<file path="config.mk">
export PLATFORM = sky130hd
export DESIGN_NAME = cpu_mult_pipe_flat
export DESIGN_NICKNAME = d
export VERILOG_FILES = /design/src/rtl/cpu_mult_pkg.sv /design/src/rtl/cpu_mult_pipe_if.sv /design/src/rtl/cpu_mult_slice.sv /design/src/rtl/cpu_mult_pipe.sv /design/src/flat_wrapper.sv
export SDC_FILE = /design/constraint.sdc
export NUM_CORES = 2
export LEC_CHECK = 0
export ABC_AREA = 0
export CORE_MARGIN = 5
export CORE_UTILIZATION = 65
export DETAILED_ROUTE_END_ITERATION = 8
export PLACE_DENSITY = 0.83
export SLEW_MARGIN = 20
export SYNTH_ARGS = -nofsm -noshare
export SYNTH_HDL_FRONTEND = slang
export SYNTH_SLANG_ARGS = --single-unit
</file>
<file path="constraint.sdc">
create_clock -name clk -period 15.9 [get_ports clk]
set_input_delay 1.59 -clock clk [delete_from_list [all_inputs] [get_ports clk]]
set_output_delay 1.59 -clock clk [all_outputs]
set_load 0.005 [all_outputs]
</file>
<file path="src/rtl/cpu_mult_pkg.sv">
// Shared types and mode helpers for the pipelined M-stage multiplier.
// Mode encoding selects which product word is returned and operand signedness.
package cpu_mult_pkg;

   typedef logic [1:0] mult_mode_t;

   localparam mult_mode_t MODE_MUL    = 2'd0;
   localparam mult_mode_t MODE_MULXSS = 2'd1;
   localparam mult_mode_t MODE_MULXSU = 2'd2;
   localparam mult_mode_t MODE_MULXUU = 2'd3;

   function automatic logic is_signed_a(mult_mode_t mode);
      return (mode == MODE_MULXSS) || (mode == MODE_MULXSU);
   endfunction

   function automatic logic is_signed_b(mult_mode_t mode);
      return mode == MODE_MULXSS;
   endfunction

endpackage

</file>
<file path="src/rtl/cpu_mult_pipe_if.sv">
// Operand/result handshake bundle for cpu_mult_pipe.
// The slave side is the multiplier, the master side is the issuing stage.
interface cpu_mult_pipe_if
   import cpu_mult_pkg::*;
#(
   parameter int DATA_W = 32,
   parameter int TAG_W  = 5
);

   logic              in_valid;
   logic              in_ready;
   logic [DATA_W-1:0] in_src1;
   logic [DATA_W-1:0] in_src2;
   mult_mode_t        in_mode;
   logic [TAG_W-1:0]  in_tag;
   logic              out_valid;
   logic              out_ready;
   logic [DATA_W-1:0] out_result;
   logic [TAG_W-1:0]  out_tag;

   modport master (
      output in_valid, in_src1, in_src2, in_mode, in_tag, out_ready,
      input  in_ready, out_valid, out_result, out_tag
   );

   modport slave (
      input  in_valid, in_src1, in_src2, in_mode, in_tag, out_ready,
      output in_ready, out_valid, out_result, out_tag
   );

endinterface

</file>
<file path="src/rtl/cpu_mult_slice.sv">
// One SLICE_W x SLICE_W unsigned multiply with a registered, enabled output.
// Sized to map onto a single DSP block.
module cpu_mult_slice #(
   parameter int SLICE_W = 16
) (
   input  logic                 clk,
   input  logic                 reset,
   input  logic                 en,
   input  logic [SLICE_W-1:0]   a,
   input  logic [SLICE_W-1:0]   b,
   output logic [2*SLICE_W-1:0] p
);

   logic [2*SLICE_W-1:0] a_ext;
   logic [2*SLICE_W-1:0] b_ext;

   assign a_ext = {{SLICE_W{1'b0}}, a};
   assign b_ext = {{SLICE_W{1'b0}}, b};

   always_ff @(posedge clk or posedge reset) begin
      if (reset) begin
         p <= '0;
      end else if (en) begin
         p <= a_ext * b_ext;
      end
   end

endmodule

</file>
<file path="src/rtl/cpu_mult_pipe.sv">
// Three-stage pipelined multiplier: operand regs, slice products, sum/correct/select.
// Whole pipe stalls on a held output; flush kills every in-flight op.
module cpu_mult_pipe
   import cpu_mult_pkg::*;
#(
   parameter int DATA_W  = 32,
   parameter int SLICE_W = 16,
   parameter int TAG_W   = 5
) (
   input logic            clk,
   input logic            reset,
   input logic            flush,
   cpu_mult_pipe_if.slave bus
);

   localparam int NS = DATA_W / SLICE_W;

   if (DATA_W % SLICE_W != 0) begin : g_bad_w
      $error("DATA_W must be a multiple of SLICE_W");
   end

   logic              advance;
   logic              v1, v2, vo;
   logic [DATA_W-1:0] a1, b1, a2, b2;
   mult_mode_t        m1, m2;
   logic [TAG_W-1:0]  t1, t2;
   logic [DATA_W-1:0] res_q;
   logic [TAG_W-1:0]  tag_q;
   logic [DATA_W-1:0] res_d;
   logic [DATA_W-1:0] hi;
   logic [2*DATA_W-1:0] full;
   logic [2*SLICE_W-1:0] prod [NS*NS];

   assign advance        = ~vo | bus.out_ready;
   assign bus.in_ready   = advance;
   assign bus.out_valid  = vo;
   assign bus.out_result = res_q;
   assign bus.out_tag    = tag_q;

   always_ff @(posedge clk or posedge reset) begin
      if (reset) begin
         v1 <= 1'b0;
         v2 <= 1'b0;
         vo <= 1'b0;
      end else if (flush) begin
         v1 <= 1'b0;
         v2 <= 1'b0;
         vo <= 1'b0;
      end else if (advance) begin
         v1 <= bus.in_valid;
         v2 <= v1;
         vo <= v2;
      end
   end

   always_ff @(posedge clk or posedge reset) begin
      if (reset) begin
         a1    <= '0;
         b1    <= '0;
         m1    <= MODE_MUL;
         t1    <= '0;
         a2    <= '0;
         b2    <= '0;
         m2    <= MODE_MUL;
         t2    <= '0;
         res_q <= '0;
         tag_q <= '0;
      end else if (advance) begin
         a1    <= bus.in_src1;
         b1    <= bus.in_src2;
         m1    <= bus.in_mode;
         t1    <= bus.in_tag;
         a2    <= a1;
         b2    <= b1;
         m2    <= m1;
         t2    <= t1;
         res_q <= res_d;
         tag_q <= t2;
      end
   end

   for (genvar i = 0; i < NS; i++) begin : g_row
      for (genvar j = 0; j < NS; j++) begin : g_col
         cpu_mult_slice #(
            .SLICE_W(SLICE_W)
         ) u_slice (
            .clk  (clk),
            .reset(reset),
            .en   (advance),
            .a    (a1[i*SLICE_W +: SLICE_W]),
            .b    (b1[j*SLICE_W +: SLICE_W]),
            .p    (prod[i*NS+j])
         );
      end
   end

   // Unsigned product, then two's-complement fixup on the high word only
   always_comb begin
      full = '0;
      for (int i = 0; i < NS; i++) begin
         for (int j = 0; j < NS; j++) begin
            full = full + ((2*DATA_W)'(prod[i*NS+j]) << ((i + j) * SLICE_W));
         end
      end
      hi = full[2*DATA_W-1:DATA_W];
      if (is_signed_a(m2) && a2[DATA_W-1]) begin
         hi = hi - b2;
      end
      if (is_signed_b(m2) && b2[DATA_W-1]) begin
         hi = hi - a2;
      end
      res_d = (m2 == MODE_MUL) ? full[DATA_W-1:0] : hi;
   end

endmodule

</file>
<file path="src/flat_wrapper.sv">
// flat-port wrapper written by rule: the top's interface ports become plain ports
module cpu_mult_pipe_flat import cpu_mult_pkg::*;
#(
   parameter int DATA_W  = 32,
   parameter int SLICE_W = 16,
   parameter int TAG_W   = 5
)
  (clk, reset, flush, bus_in_valid, bus_in_src1, bus_in_src2, bus_in_mode, bus_in_tag, bus_out_ready, bus_in_ready, bus_out_valid, bus_out_result, bus_out_tag);
  cpu_mult_pipe_if #(.DATA_W(DATA_W), .TAG_W(TAG_W)) bus_i ();
  input logic clk;
  input logic reset;
  input logic flush;
  input wire logic [$bits(bus_i.in_valid)-1:0] bus_in_valid;
  input wire logic [$bits(bus_i.in_src1)-1:0] bus_in_src1;
  input wire logic [$bits(bus_i.in_src2)-1:0] bus_in_src2;
  input wire logic [$bits(bus_i.in_mode)-1:0] bus_in_mode;
  input wire logic [$bits(bus_i.in_tag)-1:0] bus_in_tag;
  input wire logic [$bits(bus_i.out_ready)-1:0] bus_out_ready;
  output wire logic [$bits(bus_i.in_ready)-1:0] bus_in_ready;
  output wire logic [$bits(bus_i.out_valid)-1:0] bus_out_valid;
  output wire logic [$bits(bus_i.out_result)-1:0] bus_out_result;
  output wire logic [$bits(bus_i.out_tag)-1:0] bus_out_tag;
  assign bus_i.in_valid = bus_in_valid;
  assign bus_i.in_src1 = bus_in_src1;
  assign bus_i.in_src2 = bus_in_src2;
  assign bus_i.in_mode = bus_in_mode;
  assign bus_i.in_tag = bus_in_tag;
  assign bus_i.out_ready = bus_out_ready;
  assign bus_in_ready = bus_i.in_ready;
  assign bus_out_valid = bus_i.out_valid;
  assign bus_out_result = bus_i.out_result;
  assign bus_out_tag = bus_i.out_tag;
  cpu_mult_pipe #(.DATA_W(DATA_W), .SLICE_W(SLICE_W), .TAG_W(TAG_W)) u_core (.clk(clk), .reset(reset), .flush(flush), .bus(bus_i));
endmodule
</file>
Yosys cells after proc, flatten, opt, wreduce, memory -nomap -nowiden
Index checks and enable logic that the tools add are counted.
{"block": "word_totals", "input_bits": 76, "register_bits": 310, "output_inout_bits": 39, "n_memories": 0, "mem_bits_rw": 0, "latch_bits": 0, "romBits": 0}
{"block": "classes", "n_mul": 4, "order_cmp": 0, "mux": 9, "n_div": 0, "shifts": 0, "n_reduce_logical": 5, "eq_ne": 2, "n_bitwise": 2, "addsub": 5}
{"op": "multiplier 16 x 16 -> 32 bit", "n": 4}
{"op": "2-to-1 mux 32 bit", "n": 3}
{"op": "adder 64 x 48 -> 64 bit", "n": 1}
{"op": "adder 64 bit", "n": 1}
{"op": "subtractor 32 bit", "n": 2}
{"op": "adder 32 x 48 -> 49 bit", "n": 1}
{"op": "2-to-1 mux 1 bit", "n": 6}
{"op": "== test 2 x 1 -> 1 bit (second input constant)", "n": 1}
{"op": "== test 2 bit (second input constant)", "n": 1}
{"op": "logical AND 1 bit", "n": 2}
{"op": "logical NOT 2 bit", "n": 1}
{"op": "nonzero test 2 bit", "n": 1}
{"op": "logical OR 1 bit", "n": 1}
{"op": "inverter 1 bit", "n": 1}
{"op": "bitwise OR 1 bit", "n": 1}

Depth between registers and ports, before layout
{"block": "depth", "word_depth": 8, "mapped_depth": 47, "mapped_depth_nobuf": 46}

Hierarchy
From an unflattened synthesis, not the netlist that was laid out.
{"block": "hier_totals", "hier_cells": 6051, "area_unflattened_um2": 53105.9}
{"module": "cpu_mult_pipe", "cells_per_inst": 1687, "area_per_inst_um2": 13703.1, "seq_area_each_um2": 4554.4, "instances": 1}
{"module": "cpu_mult_slice (u_core.g_row[0].g_col[1].u_slice)", "cells_per_inst": 1123, "area_per_inst_um2": 10042.1, "seq_area_each_um2": 800.8, "instances": 1}
{"module": "cpu_mult_slice (u_core.g_row[1].g_col[1].u_slice)", "cells_per_inst": 1104, "area_per_inst_um2": 9840.7, "seq_area_each_um2": 800.8, "instances": 1}
{"module": "cpu_mult_slice (u_core.g_row[0].g_col[0].u_slice)", "cells_per_inst": 1071, "area_per_inst_um2": 9790.6, "seq_area_each_um2": 800.8, "instances": 1}
{"module": "cpu_mult_slice (u_core.g_row[1].g_col[0].u_slice)", "cells_per_inst": 1066, "area_per_inst_um2": 9729.3, "seq_area_each_um2": 800.8, "instances": 1}

Worst setup path before layout
No wires, ideal clock.
{"block": "synth_timing", "kind": "reg-to-reg", "start": "register u_core.g_row[0].g_col[1].u_slice.p[0]", "end": "register u_core.res_q[31], in the netlist u_core.bus.out_result[31]", "arrival_ns": 8.591, "setup_time_ns": 0.129, "n_path_buf": 2, "path_slack_ns": 7.180, "required_time_ns": 15.771, "path_stages_with_launch": 46, "path_cell_list": "dfrtp_1 ha_1 inv_1 fa_1 nor2b_1 o21ai_0 a21boi_0 o21ai_1 a21oi_1 o21ai_0 a31oi_1 a21o_1 a21oi_1 nor2_1 xnor2_1 fa_1 inv_1 ha_1 (+10 left out) a21oi_1 o21ai_0 a311oi_1 nor2_1 a311oi_2 o21ai_1 a311oi_2 xnor2_1 mux2_2 ha_1 clkbuf_1 a21o_1 a21o_1 a221o_1 a311o_1 xor2_1 o211ai_1 nand3b_1"}
{"block": "synth_via", "elab_chain_cells": 8}
{"element": "from (decl)", "line_no": "cpu_mult_slice.sv:11", "source": "output logic [2*SLICE_W-1:0] p"}
{"element": "from (signal assigned)", "line_no": "cpu_mult_slice.sv:24", "source": "p <= a_ext * b_ext;"}
{"element": "adder 32 x 48 -> 49 bit (*)", "line_no": "cpu_mult_pipe.sv:102", "source": "full = full + ((2*DATA_W)'(prod[i*NS+j]) << ((i + j) * SLICE_W));"}
{"element": "adder 64 x 48 -> 64 bit (*)", "line_no": "cpu_mult_pipe.sv:102"}
{"element": "adder 64 bit (*)", "line_no": "cpu_mult_pipe.sv:102"}
{"element": "subtractor 32 bit", "line_no": "cpu_mult_pipe.sv:107", "source": "hi = hi - b2;"}
{"element": "2-to-1 mux 32 bit", "line_no": "cpu_mult_pipe.sv:106", "source": "if (is_signed_a(m2) && a2[DATA_W-1]) begin"}
{"element": "subtractor 32 bit", "line_no": "cpu_mult_pipe.sv:110", "source": "hi = hi - a2;"}
{"element": "2-to-1 mux 32 bit", "line_no": "cpu_mult_pipe.sv:109", "source": "if (is_signed_b(m2) && b2[DATA_W-1]) begin"}
{"element": "2-to-1 mux 32 bit (*)", "line_no": "cpu_mult_pipe.sv:112", "source": "res_d = (m2 == MODE_MUL) ? full[DATA_W-1:0] : hi;"}
{"element": "to (signal assigned)", "line_no": "cpu_mult_pipe.sv:77", "source": "res_q <= res_d;"}
{"element": "to (decl)", "line_no": "cpu_mult_pipe.sv:27", "source": "logic [DATA_W-1:0] res_q;"}
Mark *: on every way between the ends. The rest lies on a longest branch, timed or not.
A chain may end at the register's enable or synchronous reset.

Final worst setup path
Ends and elaborated chain as after synthesis.

==> results.toml <==
[timing]
setup_violations = 0
slew_violations = 0
rsz0062_at_grt = "no"
worst_pin_slew_ps = 1031
max_freq_ghz = 0.1002
fin_crit_sh_pct = 62.78
tns_ps = 0
hold_viol_final = 0
maxSlewHeadroom_pct = 30.83
min_period_ps = 9982
skew_ps = 23.97

[cts]
cts_hold_buf = 0
clock_latency_ps = 610
cts_tree = "yes"
h-tree-depth = 2
cts.path.max_buffers = 3
cts_setup_buffers = 0
clk_pin_slew_ps = 60
cts_sinks = 310
ctsRootBufferMaster = "clkbuf_16"
ctsResizeCount = 0
cts_made_buffers = 42

[routing]
vias = 42800
drtIter0Drc = 3298
drtPass1Iterations = 8
avgRoutedWirePerCell_um = 20.41
drcViolationCount = 0
ant_nets = 0
totalWireLength_um = 147100
vias_per_cell = 5.940

[floorplanning]
fp.dieW_um = 294.0
ioPinCount = 115
core_area_um2 = 80290
rows = 104
die_area_um2 = 86430
die_h_um = 294.0
start_util_pct = 65.29

[critical_path]
path_buf_inv = 3
crit_family = "compound AO/OA/AOI/OAI gates"
worstPathRequired_ps = 16390
endpoint_kind = "flip-flop"
crit_arrival_ps = 10470
crit_fanout = 8
critPathMaxStageDelay_ps = 500
cp_slowest_cell = "fa_1"
path_class = "reg2reg"
crit_cells = 44
worstSetupStartpointType = "flip-flop"
r2r_cells = 44

[yosys]
synthArstFlopShare_pct = 100.0
ys.flop_type = "dfrtp_1"
ys_types = 84
ys_seq_area_share_pct = 14.80
synthTopCellsByArea = "fa_1 30%, dfrtp_1 15%, ha_1 13%"
netlist_area_um2 = 52420
syn-instance-count = 6189
yosysTopAreaCell = "fa_1"
syn_area_per_cell_um2 = 8.470
yosys.cell_count.top_type = "nand2_1"
synth_edf_count = 0
syn_nets = 7607
synth_warnings = 0
ys_top_cells_by_count = "1245 x nand2_1, 1067 x inv_1, 796 x fa_1"
ys_ff_latch = 310
synth_top_area_share_pct = 30.40

[global_route]
grt_max_degree = 176
grt_pass1_wl_um = 235800
gr-total-overflow = 0
antenna_found_initial = 4
grt_pass1_vias = 44570
grt_usage_pct = 34.36

[worst_hold_path]
min_path_cells = 2
min_path_type = "reg2reg"

[placement]
hpwl_um = 108300
numPortBuffers = 114
gp_congestion = 0.9715

[run]
cap_violations = 0

[finish]
nets = 7526
syn_to_final_growth_pct = 6.533
drive_gt1_share_pct = 3.387

[run_status]
status = "completed"
==> cells by family (layout without fill, tap and decap cells) <==
| family | after synthesis | count (layout) | share of synthesized area [%] |
|---|---|---|---|
| other | 0 | 4 | 0 |
| muxes | 15 | 15 | 0.3079 |
| AOI/OAI and AO/OA | 846 | 846 | 10.14 |
| adders and majority gates | 1342 | 1342 | 43.43 |
| buffers and inverters | 1383 | 1336 | 9.910 |
| and+or+nand+nor | 2076 | 2076 | 17.78 |
| xor gates and xnor gates | 217 | 217 | 3.626 |
| DFF | 310 | 310 | 14.80 |
==> metrics by stage <==
step / setup WS, ps / area (um^2) / instances / hold slack (ps) / util, %
2_1_floorplan: 5737 / 52420 / 6189 / 432.6 / -
3_5_place_dp: 6163 / 54320 / 7124 / 455.7 / 67.65
3_3_place_gp: 6190 / 54320 / 7124 / 447.7 / 67.65
6_report: 5918 / 55840 / 7206 / 467.9 / 69.56
5_1_grt: 5144 / 55830 / 7202 / 483.7 / 69.54
4_1_cts: 6063 / 55830 / 7202 / 467.6 / 69.54
==> worst min-delay path, stage by stage, from the launching register on <==
cell and delay [ps]:
dfrtp_1 340, nand2_1 50, nand2_1 50
==> layer usage <==
layer,track usage (%),vias to the layer above,part of all wire [%]
li1,-,19080,-
met1,43.76,21130,38
met2,57.55,2013,47
met3,5.185,582,8.2
met4,17.47,2,6.1
met5,0,-,0.0088
==> final cells by class <==
class / instances / area (um^2)
repair buffers: 190 / 1724
well taps: 1060 / 1326
diodes: 4 / 10.01
clock inverters: 25 / 335.3
clock buffers: 53 / 1182
multi-input cells: 4496 / 39480
fillers: 6154 / 24440
flip-flops and latches: 310 / 7767
inverters: 1068 / 4024
==> flip-flops by register name (all words and copies together), names as in the netlist, 2 cells and up <==
signal and count:
u_core.b1 32, u_core.t2 5, u_core.bus.out_result 32, u_core.a2 32
u_core.g_row.g_col.u_slice.p 128, u_core.m1 2, u_core.bus.out_tag 5, u_core.m2 2
u_core.a1 32, u_core.b2 32, u_core.t1 5
==> cell usage in the layout (no fill, tap or decap), drive strengths merged, types with 8 or more instances in the layout <==
cell type      instances
nand4                 24
xor2                 103
nand2b                36
a211o                 12
a21o                  87
ha                   546
a21boi                 8
a21oi                242
xnor2                114
o21ai                260
nor3                  41
o21bai                18
nor2                 203
a31oi                 25
o22ai                 11
and3                  26
clkinv                 8
mux2                   9
clkbuf                53
buf                   76
o31ai                 28
inv                 1076
or3                   19
a211oi                32
nand3                 45
o211ai                13
fa                   796
nand2               1245
clkdlybuf4s50        114
and2                 367
dfrtp                310
nor2b                 33
o21a                  30
==> worst paths after layout <==
path                                                                    from                               endpoint  slack [ps]
setup / recovery           u_core.g_row[0].g_col[1].u_slice.p[0]$_DFFE_PP0P_  u_core.bus.out_result[31]$_DFFE_PP0P_        5920
hold / removal                             u_core.bus.out_tag[3]$_DFFE_PP0P_      u_core.bus.out_tag[3]$_DFFE_PP0P_         470
setup reg to reg           u_core.g_row[0].g_col[1].u_slice.p[0]$_DFFE_PP0P_  u_core.bus.out_result[31]$_DFFE_PP0P_        5920
hold reg to reg                            u_core.bus.out_tag[3]$_DFFE_PP0P_      u_core.bus.out_tag[3]$_DFFE_PP0P_         470
max in group asynchronous                                              reset              u_core.b1[24]$_DFFE_PP0P_       11710
min in group asynchronous                                              reset               u_core.t2[3]$_DFFE_PP0P_        1400
Power is not shown: default switching activity piles up to over one toggle a cycle in this logic, so the estimate is an artifact.
